`config.mk`:
```
export PLATFORM = sky130hd
export DESIGN_NAME = npu_mem_port_arbiter
export DESIGN_NICKNAME = d
export VERILOG_FILES = /design/src/rtl/npu_mem_pkg.sv /design/src/rtl/npu_rd_lat_pipe.sv /design/src/rtl/npu_mem_port_arbiter.sv
export SDC_FILE = /design/constraint.sdc
export NUM_CORES = 1
export LEC_CHECK = 0
export CORE_MARGIN = 1.5
export CORE_UTILIZATION = 45
export CTS_CLUSTER_SIZE = 10
export DETAILED_ROUTE_END_ITERATION = 8
export GPL_TIMING_DRIVEN = 0
export PLACE_DENSITY = 0.84
export SETUP_SLACK_MARGIN = 0.15
export SLEW_MARGIN = 25
export SYNTH_ARGS = -nofsm -noshare
export SYNTH_HDL_FRONTEND = slang
export SYNTH_SLANG_ARGS = --single-unit
```
`constraint.sdc`:
```
create_clock -name clk -period 4.61 [get_ports clk]
set_clock_uncertainty 0.1 [all_clocks]
set_input_delay 0.461 -clock clk [delete_from_list [all_inputs] [get_ports clk]]
set_output_delay 0.461 -clock clk [all_outputs]
set_load 0.02 [all_outputs]
```
`src/rtl/npu_mem_pkg.sv`:
```
// ---------------------------------------------------------------------------
// npu_mem_pkg
// Shared types and constants for the NPU matrix-memory port arbiter:
// bank count, word-address width, word/bank types, the requester enum used
// for round-robin bookkeeping, and a bank one-hot decode helper.
// ---------------------------------------------------------------------------
package npu_mem_pkg;

    localparam int BANKS   = 4;
    localparam int WORD_AW = 13;

    typedef logic [15:0] word_t;
    typedef logic [1:0]  bank_t;

    // Which requester was served last; used to break ties on contention.
    typedef enum logic {
        SRC_READ  = 1'b0,
        SRC_WRITE = 1'b1
    } src_e;

    function automatic logic [BANKS-1:0] bank_onehot(input bank_t bank);
        logic [BANKS-1:0] oh;
        oh       = '0;
        oh[bank] = 1'b1;
        return oh;
    endfunction

endpackage

```
`src/rtl/npu_rd_lat_pipe.sv`:
```
// ---------------------------------------------------------------------------
// npu_rd_lat_pipe
// Fixed-latency tracker for issued reads: a DEPTH-stage shift register of
// (valid, bank) pairs. The last stage tells the arbiter which bank's data is
// arriving this cycle.
//
// Ports:
//   clk, rst   clock, asynchronous active-low reset
//   vld_i      a read is issued this cycle
//   bank_i     bank of the issued read
//   vld_o      read data from bank_o is valid this cycle
//   bank_o     bank whose read data is arriving
//   any_vld_o  at least one read is in flight
// ---------------------------------------------------------------------------
module npu_rd_lat_pipe
    import npu_mem_pkg::*;
#(
    parameter int DEPTH = 1
) (
    input  logic  clk,
    input  logic  rst,
    input  logic  vld_i,
    input  bank_t bank_i,
    output logic  vld_o,
    output bank_t bank_o,
    output logic  any_vld_o
);

    logic [DEPTH-1:0] vld_q;
    bank_t            bank_q [DEPTH];

    // NOTE: sequential state uses non-blocking assignments so every stage
    // samples the previous stage's old value at the same edge.
    always_ff @(posedge clk or negedge rst) begin
        if (!rst) begin
            vld_q <= '0;
        end else begin
            vld_q[0] <= vld_i;
            for (int i = 1; i < DEPTH; i++) begin
                vld_q[i] <= vld_q[i-1];
            end
        end
    end

    // NOTE: the bank payload is not reset; it is only looked at when the
    // matching valid bit is set, and valid is cleared by reset.
    always_ff @(posedge clk) begin
        bank_q[0] <= bank_i;
        for (int i = 1; i < DEPTH; i++) begin
            bank_q[i] <= bank_q[i-1];
        end
    end

    assign vld_o     = vld_q[DEPTH-1];
    assign bank_o    = bank_q[DEPTH-1];
    assign any_vld_o = |vld_q;

endmodule

```
`src/rtl/npu_mem_port_arbiter.sv`:
```
// ---------------------------------------------------------------------------
// npu_mem_port_arbiter
// Single-port scheduler in front of the 4-bank x 8192-word x 16-bit NPU
// matrix memory. Packs a host byte-write stream into 16-bit word commits and
// shares the one address/data path with the compute engine's word reads.
// At most one memory operation is issued per cycle; on contention the
// requester not served last wins. Reads return exactly READ_LAT cycles after
// issue. There is no write-to-read forwarding.
//
// Ports:
//   clk, rst             clock, asynchronous active-low reset
//   wr_valid/wr_ready    host byte handshake (wr_ready low while a commit
//                        is outstanding)
//   wr_addr, wr_byte     host byte address and data
//   wr_err               sticky: odd byte arrived without matching even byte
//   rd_req, rd_addr      compute read request, address held until rd_gnt
//   rd_gnt               read issued this cycle
//   rd_valid, rd_data    read data return, READ_LAT cycles after rd_gnt
//   mem_we               one-hot bank write enable
//   mem_addr             word address to all banks (holds when idle)
//   mem_wdata            write word
//   mem_q                per-bank read data, index = bank
//   busy                 commit pending or reads in flight
//   stall_wr, stall_rd   saturating wait-cycle counters, present only when
//                        NPU_ARB_STATS_EN is defined
//
// Parameters: READ_LAT (1..3), ADDR_W (byte address width, bank = top 2 bits)
// ---------------------------------------------------------------------------
module npu_mem_port_arbiter
    import npu_mem_pkg::*;
#(
    parameter int READ_LAT = 1,
    parameter int ADDR_W   = 16
) (
    input  logic               clk,
    input  logic               rst,
    input  logic               wr_valid,
    output logic               wr_ready,
    input  logic [ADDR_W-1:0]  wr_addr,
    input  logic [7:0]         wr_byte,
    output logic               wr_err,
    input  logic               rd_req,
    input  logic [ADDR_W-1:0]  rd_addr,
    output logic               rd_gnt,
    output logic               rd_valid,
    output word_t              rd_data,
    output logic [BANKS-1:0]   mem_we,
    output logic [WORD_AW-1:0] mem_addr,
    output word_t              mem_wdata,
    input  word_t              mem_q [BANKS],
`ifdef NPU_ARB_STATS_EN
    output logic [15:0]        stall_wr,
    output logic [15:0]        stall_rd,
`endif
    output logic               busy
);

    // Word-granular address: bank in the top 2 bits, word index at the bottom.
    localparam int WA_W = ADDR_W - 1;
    typedef logic [WA_W-1:0] waddr_t;

    logic               lo_valid_q,    lo_valid_d;
    logic [7:0]         lo_byte_q,     lo_byte_d;
    waddr_t             lo_word_q,     lo_word_d;
    logic               commit_pend_q, commit_pend_d;
    waddr_t             commit_addr_q, commit_addr_d;
    word_t              commit_data_q, commit_data_d;
    logic               wr_err_q,      wr_err_d;
    src_e               rr_last_q,     rr_last_d;
    logic [WORD_AW-1:0] mem_addr_q,    mem_addr_d;

    logic   issue_wr, issue_rd, wr_fire;
    waddr_t wr_waddr;
    logic   pipe_vld, pipe_any;
    bank_t  pipe_bank;

    // Only the word address of a read matters; the byte lane bit is dropped.
    logic unused_rd_lsb;
    assign unused_rd_lsb = rd_addr[0];

    assign wr_ready = !commit_pend_q;
    assign wr_fire  = wr_valid && wr_ready;
    assign wr_waddr = wr_addr[ADDR_W-1:1];

    // NOTE: every always_comb output gets a default first so no path leaves
    // it unassigned, which would otherwise infer a latch.
    always_comb begin
        issue_wr = 1'b0;
        issue_rd = 1'b0;
        if (commit_pend_q && rd_req) begin
            // Contention: serve whoever did not get the last operation.
            if (rr_last_q == SRC_READ) issue_wr = 1'b1;
            else                       issue_rd = 1'b1;
        end else if (commit_pend_q) begin
            issue_wr = 1'b1;
        end else if (rd_req) begin
            issue_rd = 1'b1;
        end
    end

    always_comb begin
        mem_addr = mem_addr_q;
        if (issue_wr)      mem_addr = commit_addr_q[WORD_AW-1:0];
        else if (issue_rd) mem_addr = rd_addr[WORD_AW:1];
    end

    assign mem_we    = issue_wr ? bank_onehot(commit_addr_q[WA_W-1 -: 2]) : '0;
    assign mem_wdata = issue_wr ? commit_data_q : '0;
    assign rd_gnt    = issue_rd;
    assign wr_err    = wr_err_q;

    always_comb begin
        lo_valid_d    = lo_valid_q;
        lo_byte_d     = lo_byte_q;
        lo_word_d     = lo_word_q;
        commit_pend_d = commit_pend_q;
        commit_addr_d = commit_addr_q;
        commit_data_d = commit_data_q;
        wr_err_d      = wr_err_q;
        rr_last_d     = rr_last_q;
        mem_addr_d    = mem_addr;

        if (issue_wr) commit_pend_d = 1'b0;

        // A byte is only accepted with no commit outstanding, so acceptance
        // never coincides with a write issue.
        if (wr_fire) begin
            if (!wr_addr[0]) begin
                lo_valid_d = 1'b1;
                lo_byte_d  = wr_byte;
                lo_word_d  = wr_waddr;
            end else begin
                commit_pend_d = 1'b1;
                commit_addr_d = wr_waddr;
                lo_valid_d    = 1'b0;
                if (lo_valid_q && (lo_word_q == wr_waddr)) begin
                    commit_data_d = {wr_byte, lo_byte_q};
                end else begin
                    commit_data_d = {wr_byte, 8'h00};
                    wr_err_d      = 1'b1;
                end
            end
        end

        if (issue_wr)      rr_last_d = SRC_WRITE;
        else if (issue_rd) rr_last_d = SRC_READ;
    end

    always_ff @(posedge clk or negedge rst) begin
        if (!rst) begin
            lo_valid_q    <= 1'b0;
            lo_byte_q     <= '0;
            lo_word_q     <= '0;
            commit_pend_q <= 1'b0;
            commit_addr_q <= '0;
            commit_data_q <= '0;
            wr_err_q      <= 1'b0;
            rr_last_q     <= SRC_READ;
            mem_addr_q    <= '0;
        end else begin
            lo_valid_q    <= lo_valid_d;
            lo_byte_q     <= lo_byte_d;
            lo_word_q     <= lo_word_d;
            commit_pend_q <= commit_pend_d;
            commit_addr_q <= commit_addr_d;
            commit_data_q <= commit_data_d;
            wr_err_q      <= wr_err_d;
            rr_last_q     <= rr_last_d;
            mem_addr_q    <= mem_addr_d;
        end
    end

    npu_rd_lat_pipe #(
        .DEPTH(READ_LAT)
    ) u_rd_pipe (
        .clk      (clk),
        .rst      (rst),
        .vld_i    (issue_rd),
        .bank_i   (rd_addr[ADDR_W-1 -: 2]),
        .vld_o    (pipe_vld),
        .bank_o   (pipe_bank),
        .any_vld_o(pipe_any)
    );

    assign rd_valid = pipe_vld;
    assign rd_data  = pipe_vld ? mem_q[pipe_bank] : '0;
    assign busy     = commit_pend_q || pipe_any;

`ifdef NPU_ARB_STATS_EN
    logic [15:0] stall_wr_q, stall_rd_q;

    always_ff @(posedge clk or negedge rst) begin
        if (!rst) begin
            stall_wr_q <= '0;
            stall_rd_q <= '0;
        end else begin
            if (commit_pend_q && !issue_wr && (stall_wr_q != 16'hFFFF))
                stall_wr_q <= stall_wr_q + 16'd1;
            if (rd_req && !issue_rd && (stall_rd_q != 16'hFFFF))
                stall_rd_q <= stall_rd_q + 16'd1;
        end
    end

    assign stall_wr = stall_wr_q;
    assign stall_rd = stall_rd_q;
`endif

endmodule

```
Word level (Yosys, flattened, before mapping)
Memory sizes are Yosys's and may differ from the RTL's.
Index checks and enable logic that the tools add are counted.

word-level totals
  bits in registers = 72
  latch bits = 0
  bits in writable memories = 2
  memory bits (read-only) = 0
  input port bits = 108
  output and inout bits = 54
  memories = 1

cells by class
  add/sub/neg operators = 0
  multiply operators = 0
  divide/modulo/power cells = 0
  $lt $le $gt $ge = 3
  equal/unequal tests = 1
  shift-type cells = 0
  multiplexer cells = 24
  bitwise operators = 3
  reductions and logical operators = 10

memory list
  memory            words  width  rd ports  clocked after memory_dff  wr ports  RTL line               RTL
  u_rd_pipe.bank_q  1      2      1         0                         1         npu_rd_lat_pipe.sv:30  bank_t bank_q [DEPTH];

operators with widths
  cell                count
  $mux 16             4
  $bmux 16 s2         1
  $mux 13             2
  $eq 15x15->1        1
  $mux 1              14
  $mux 8              1
  $logic_and 1x1->1   4
  $mux 4              1
  $reduce_and 2->1    2
  $ge 3x3->1 const B  1
  $lt 2x3->1 const B  1
  $not 2->3           1
  $reduce_and 3->1    1
  $demux 1 s2         1
  $ge 2x1->1 const B  1
  $not 1->1           2
  $reduce_bool 2->1   1
  $logic_not 1->1     1
  $logic_or 1x1->1    1

Depth between registers and ports, before layout
  depth in word-level cells = 5
  depth in mapped cells = 6
  mapped depth without buffers = 4

By module
A second synthesis with hierarchy kept.

second synthesis, totals
  cells, all modules = 342
  area total of the unflattened synthesis = 3744.8 µm²

by module, submodules not included
  module                instances  cells each  area each (µm²)  seq. area each (µm²)
  npu_mem_port_arbiter  1          338         3672.3           1776.7
  npu_rd_lat_pipe       1          4           72.6             65.1

Worst setup path after synthesis
No wires, ideal clock.

  path kind = input port to output port
  start = in rd_req
  end = out rd_gnt
  arrival = 1526 ps
  data required time = 4049 ps
  path slack = 2523 ps
  cell stages on the path = 3
  path buffers = 2
  path through = buf_2 -> buf_2 -> a21boi_0

between the ends
  cells in the longest elaborated chain, start to end = 3

ends and longest elaborated chain
  element             RTL line                    RTL
  start: declaration  npu_mem_port_arbiter.sv:42  input logic rd_req,
  $mux 1              npu_mem_port_arbiter.sv:96  end else if (rd_req) begin
  $mux 1              npu_mem_port_arbiter.sv:94  end else if (commit_pend_q) begin
  $mux 1 (*)          npu_mem_port_arbiter.sv:90  if (commit_pend_q && rd_req) begin
  end: declaration    npu_mem_port_arbiter.sv:44  output logic rd_gnt,

Mark *: on every way between the ends. The rest lies on a longest branch, timed or not.

Worst setup path in the final report
  start = in rd_req
  end = out mem_addr[4]

between the ends
  cells in the longest elaborated chain, start to end = 5

ends and longest elaborated chain
  element           RTL line                     RTL
  $mux 1            npu_mem_port_arbiter.sv:96
  $mux 1            npu_mem_port_arbiter.sv:94
  $mux 1            npu_mem_port_arbiter.sv:90
  $mux 13           npu_mem_port_arbiter.sv:104  else if (issue_rd) mem_addr = rd_addr[WORD_AW:1];
  $mux 13 (*)       npu_mem_port_arbiter.sv:103  if (issue_wr) mem_addr = commit_addr_q[WORD_AW-1:0];
  end: declaration  npu_mem_port_arbiter.sv:48   output logic [WORD_AW-1:0] mem_addr,

Marks and branches as above.

==> summary.md <==
| Metric | Value |
|---|---|
| Run status | `complete, no violations` |
| Number of nets produced by synthesis | `478` |
| Dominant combinational cell family by area after synthesis | `simple AND/OR/NAND/NOR gates` |
| Number of nets at the end of the flow | `651` |
| RSZ-0062 raised after global routing | `no` |
| Antenna violations before repair | `0` |
| Overall fraction of global-route tracks in use | `0.269` |
| Share of the synthesized area in compound gates (AO/OA/AOI/OAI) | `0.0365` |
| Mean instance size in the synthesized netlist | `10.2 sq um` |
| Largest area contributor in the netlist | `dfrtp_1` |
| Final GP Congestion | `0.808` |
| Remaining max-slew budget at the tightest pin | `0.679` |
| Fin area | `about 0.0057 sq mm` |
| Synthesized-area fraction occupied by xor and xnor cells | `0.0348` |
| Floorplan row count | `33` |
| Number of antenna cells inserted | `0` |
| TritonCTS clock tree | `done` |
| Adder-cell share of the synthesized area | `0` |
| Type of the tightest min-delay check | `flip-flop to flip-flop` |
| Warnings, synthesis | `0` |
| Slowest CP cell | `clkdlybuf4s50_1` |
| F_max | `a little under 0.3 GHz` |
| Type of the worst setup path | `primary input to output port` |
| Post-route minimum period | `3.39 ns` |
| Leading cell type in the layout, fill and taps excluded | `clkdlybuf4s50_1` |
| Number of storage elements in the synthesis netlist | `74` |
| Number of clock buffers inserted by TritonCTS | `9` |
| Critical path peak fanout | `10` |
| Top post-synthesis cells by area | `dfrtp_1 (48%), nand2_1 (10%), mux4_2 (9.6%)` |
| Total power consumption of the routed design | `2.14 mW` |
| Insertion delay to the later sink of the worst-skew pair | `between 0.3 and 0.4 ns` |
| IO Count | `162` |
| CP bufs+invs | `5` |
| Clock-pin slew on the worst setup and hold paths | `0.07 ns` |
| Max incr delay on CP | `between 0.6 and 0.7 ns` |
| Mux cell area share after synthesis | `0.199` |
| Total count of hold-check failures in the final report | `0` |
| Reg2Reg Capture Point | `lo_byte_q[4]` |
| Count of flip-flops with a built-in enable after synthesis | `0` |
| Placed Instance Area | `around 0.0055 sq mm` |
| Area grow syn2layout | `52.2%` |
| Final wirelength | `11.5 mm` |
| Multi-input gate area | `0.00180 sq mm` |
| Data arrival time at the worst-slack endpoint | `2.83 ns` |
| Power density over cell area | `372 mW/mm^2` |
| Fraction of synthesis flops using an asynchronous set or reset pin | `0.973` |
| Global route total overflow | `0` |
| Count of final setup violators | `0` |
| Yosys cell types | `28` |
| Final period utilization | `0.736` |
| Number of nets with antenna violations after routing | `0` |
| Width of the die | `94.6 um` |
| Maximum number of pins on one net before global-route repair | `between 40 and 50` |
| Tightest Pin Transition | `between 0.4 and 0.5 ns` |
| Vias in the first global route | `3583` |
| Total die area | `0.00894 sq mm` |
| Die Y | `94.6 um` |
| Worst reg-to-reg path cell count | `5` |
| Top library cells by usage in the layout, fill and taps aside | `clkdlybuf4s50_1 (159), nand2_1 (102), dfrtp_1 (72)` |
| CP endpoint kind | `output port` |
| Initial Util | `0.461` |
| Area fraction of the dominant cell type after synthesis | `0.478` |
| DRC violation total after the first TritonRoute iteration | `203` |
| Crit path from | `rd_req` |
| Simple-gate area share of the yosys netlist | `0.208` |
| Sequential Area | `0.00184 sq mm` |
| Clock Tree Root | `clkbuf_8` |
| Share of final-layout standard cells stronger than drive strength 1 | `0.126` |
| Family of cells with the greatest summed delay on the critical path | `buffers and inverters` |
| Leakage power figure | `2.50 nW` |
| Port bufs | `160` |
| Vias per Instance | `about 5.3` |
| Number of instances in the synthesized netlist | `370` |
| Netlist Area Pre-Place | `0.00377 sq mm` |
| Maximum level of the CTS H-tree | `3` |
| End point of the critical path | `mem_addr[4]` |
| Series of cell instances along the critical path | `clkdlybuf4s50_1 -> buf_2 -> buf_2 -> clkbuf_1 -> nand3_1 -> nand2_1 -> clkdlybuf4s50_1` |
| Minimum setup slack among reg-to-reg paths | `roughly 2.7 ns` |
| Pre-Repair DR Iteration Count | `4` |
| Launch instance of the worst register-to-register path | `commit_pend_q` |
| Global-route wire length before repair | `around 18 mm` |
| Final slew viol count | `0` |
| Floorplan core area | `roughly 0.008 sq mm` |
| Total vias in the final route | `3474` |
| Flip-flop cell with the highest count after synthesis | `dfrtp_1` |
| Critical path startpoint category | `primary input` |
| Required time of the critical path | `a little over 4 ns` |
| Maximum root-to-sink buffer count | `2` |
| Number of violations of the max-capacitance limit | `0` |
| Maximum vdd ir drop | `roughly 0.24 mV` |
| Post-synthesis sequential area ratio | `0.488` |
| Crit. path cell count | `7` |
| Fillers | `603` |
| TritonCTS sink count | `74` |
| Routed wire per std cell | `17.6 um` |
| HPWL after DPL | `~8.9 mm` |
| # DRC | `0` |
| Final TNS setup | `0 ns` |
==> metal layers <==
layer | vias up | global-route usage | routed length (um)
met5 | - | 0 | 0
met4 | 0 | 0.121 | 320
met3 | 21 | 0.0725 | 1070
met2 | 160 | 0.472 | 5830
met1 | 1699 | 0.305 | 4300
li1 | 1594 | - | -
==> registers in the layout (all words and copies together), names as in the netlist, 2 cells and up <==
name / cells
commit_data_q: 16
commit_addr_q: 15
lo_word_q: 15
mem_addr_q: 13
lo_byte_q: 8
u_rd_pipe.bank_q: 2
==> how the worst min path moves through the flow <==
stage | startpoint | to | slack [ns] | depth (start not counted)
global route | wr_err | wr_err | 0.39 | 1
floorplan | rst | commit_addr_q[0] | 0.07 | 0
finish | wr_err | wr_err | 0.38 | 1
detailed placement | rst | lo_word_q[7] | 0.32 | 1
CTS | wr_err | wr_err | 0.38 | 1
global placement | commit_data_q[15] | commit_data_q[15] | 0.35 | 2
==> repair_timing <==
| item | 4_1_cts | 5_1_grt |
|---|---|---|
| hold endpoints to repair | 30 | 0 |
| hold buffers | 1 | 0 |
| buffers inserted | 0 | 0 |
| resized for setup | 0 | 0 |
==> synth_stat cells (all sizes together) (13+ instances only) <==
cell type  count
buf           14
and2          17
xnor2         15
a21oi         14
dfrtp         72
nor2          16
mux2i         13
nand2        102
mux4          16
and3          17
nand3         13
mux2          23
==> per-stage QoR <==
step                hold WS, ns  std cells  utilization  setup WS, ns
floorplan                0.0654        370            -          2.52
global placement          0.350        635        0.673         0.609
detailed placement        0.319        636        0.676          1.24
CTS                       0.377        653        0.702          1.20
global route              0.391        653        0.702          1.09
finish                    0.377        653        0.702          1.22
==> final cells by class <==
cell class                      count  share of cell area
Tap cell                          105              0.0229
Clock buffer                       10              0.0240
Timing Repair Buffer              162               0.284
Buffer                             26              0.0209
Inverter                            2             0.00131
Sequential cell                    74               0.321
Multi-Input combinational cell    268               0.314
Clock inverter                      6              0.0124
==> power breakdown <==
| part | internal (mW) | leakage, nW | switching (mW) |
|---|---|---|---|
| sequential | 0.786 | 0.892 | 0.0754 |
| clock | 0.270 | 0.0999 | 0.258 |
| combinational | 0.375 | 1.51 | 0.373 |
| total | 1.43 | 2.50 | 0.706 |
==> logic make-up after synthesis <==
group | count (synthesis)
AO/OA/AOI/OAI | 26
XOR/XNOR | 15
buffers and inverters | 28
flip-flops | 74
multiplexers | 52
AND/OR/NAND/NOR | 175
==> worst reg2reg max path, delay by kind of cell, from the launching register on <==
family,cells,cell delay (ns)
buf+inv,2,0.43
simple gates,2,0.50
mux,1,0.37
flops,1,0.45
Power figures use the tool's default switching activity.
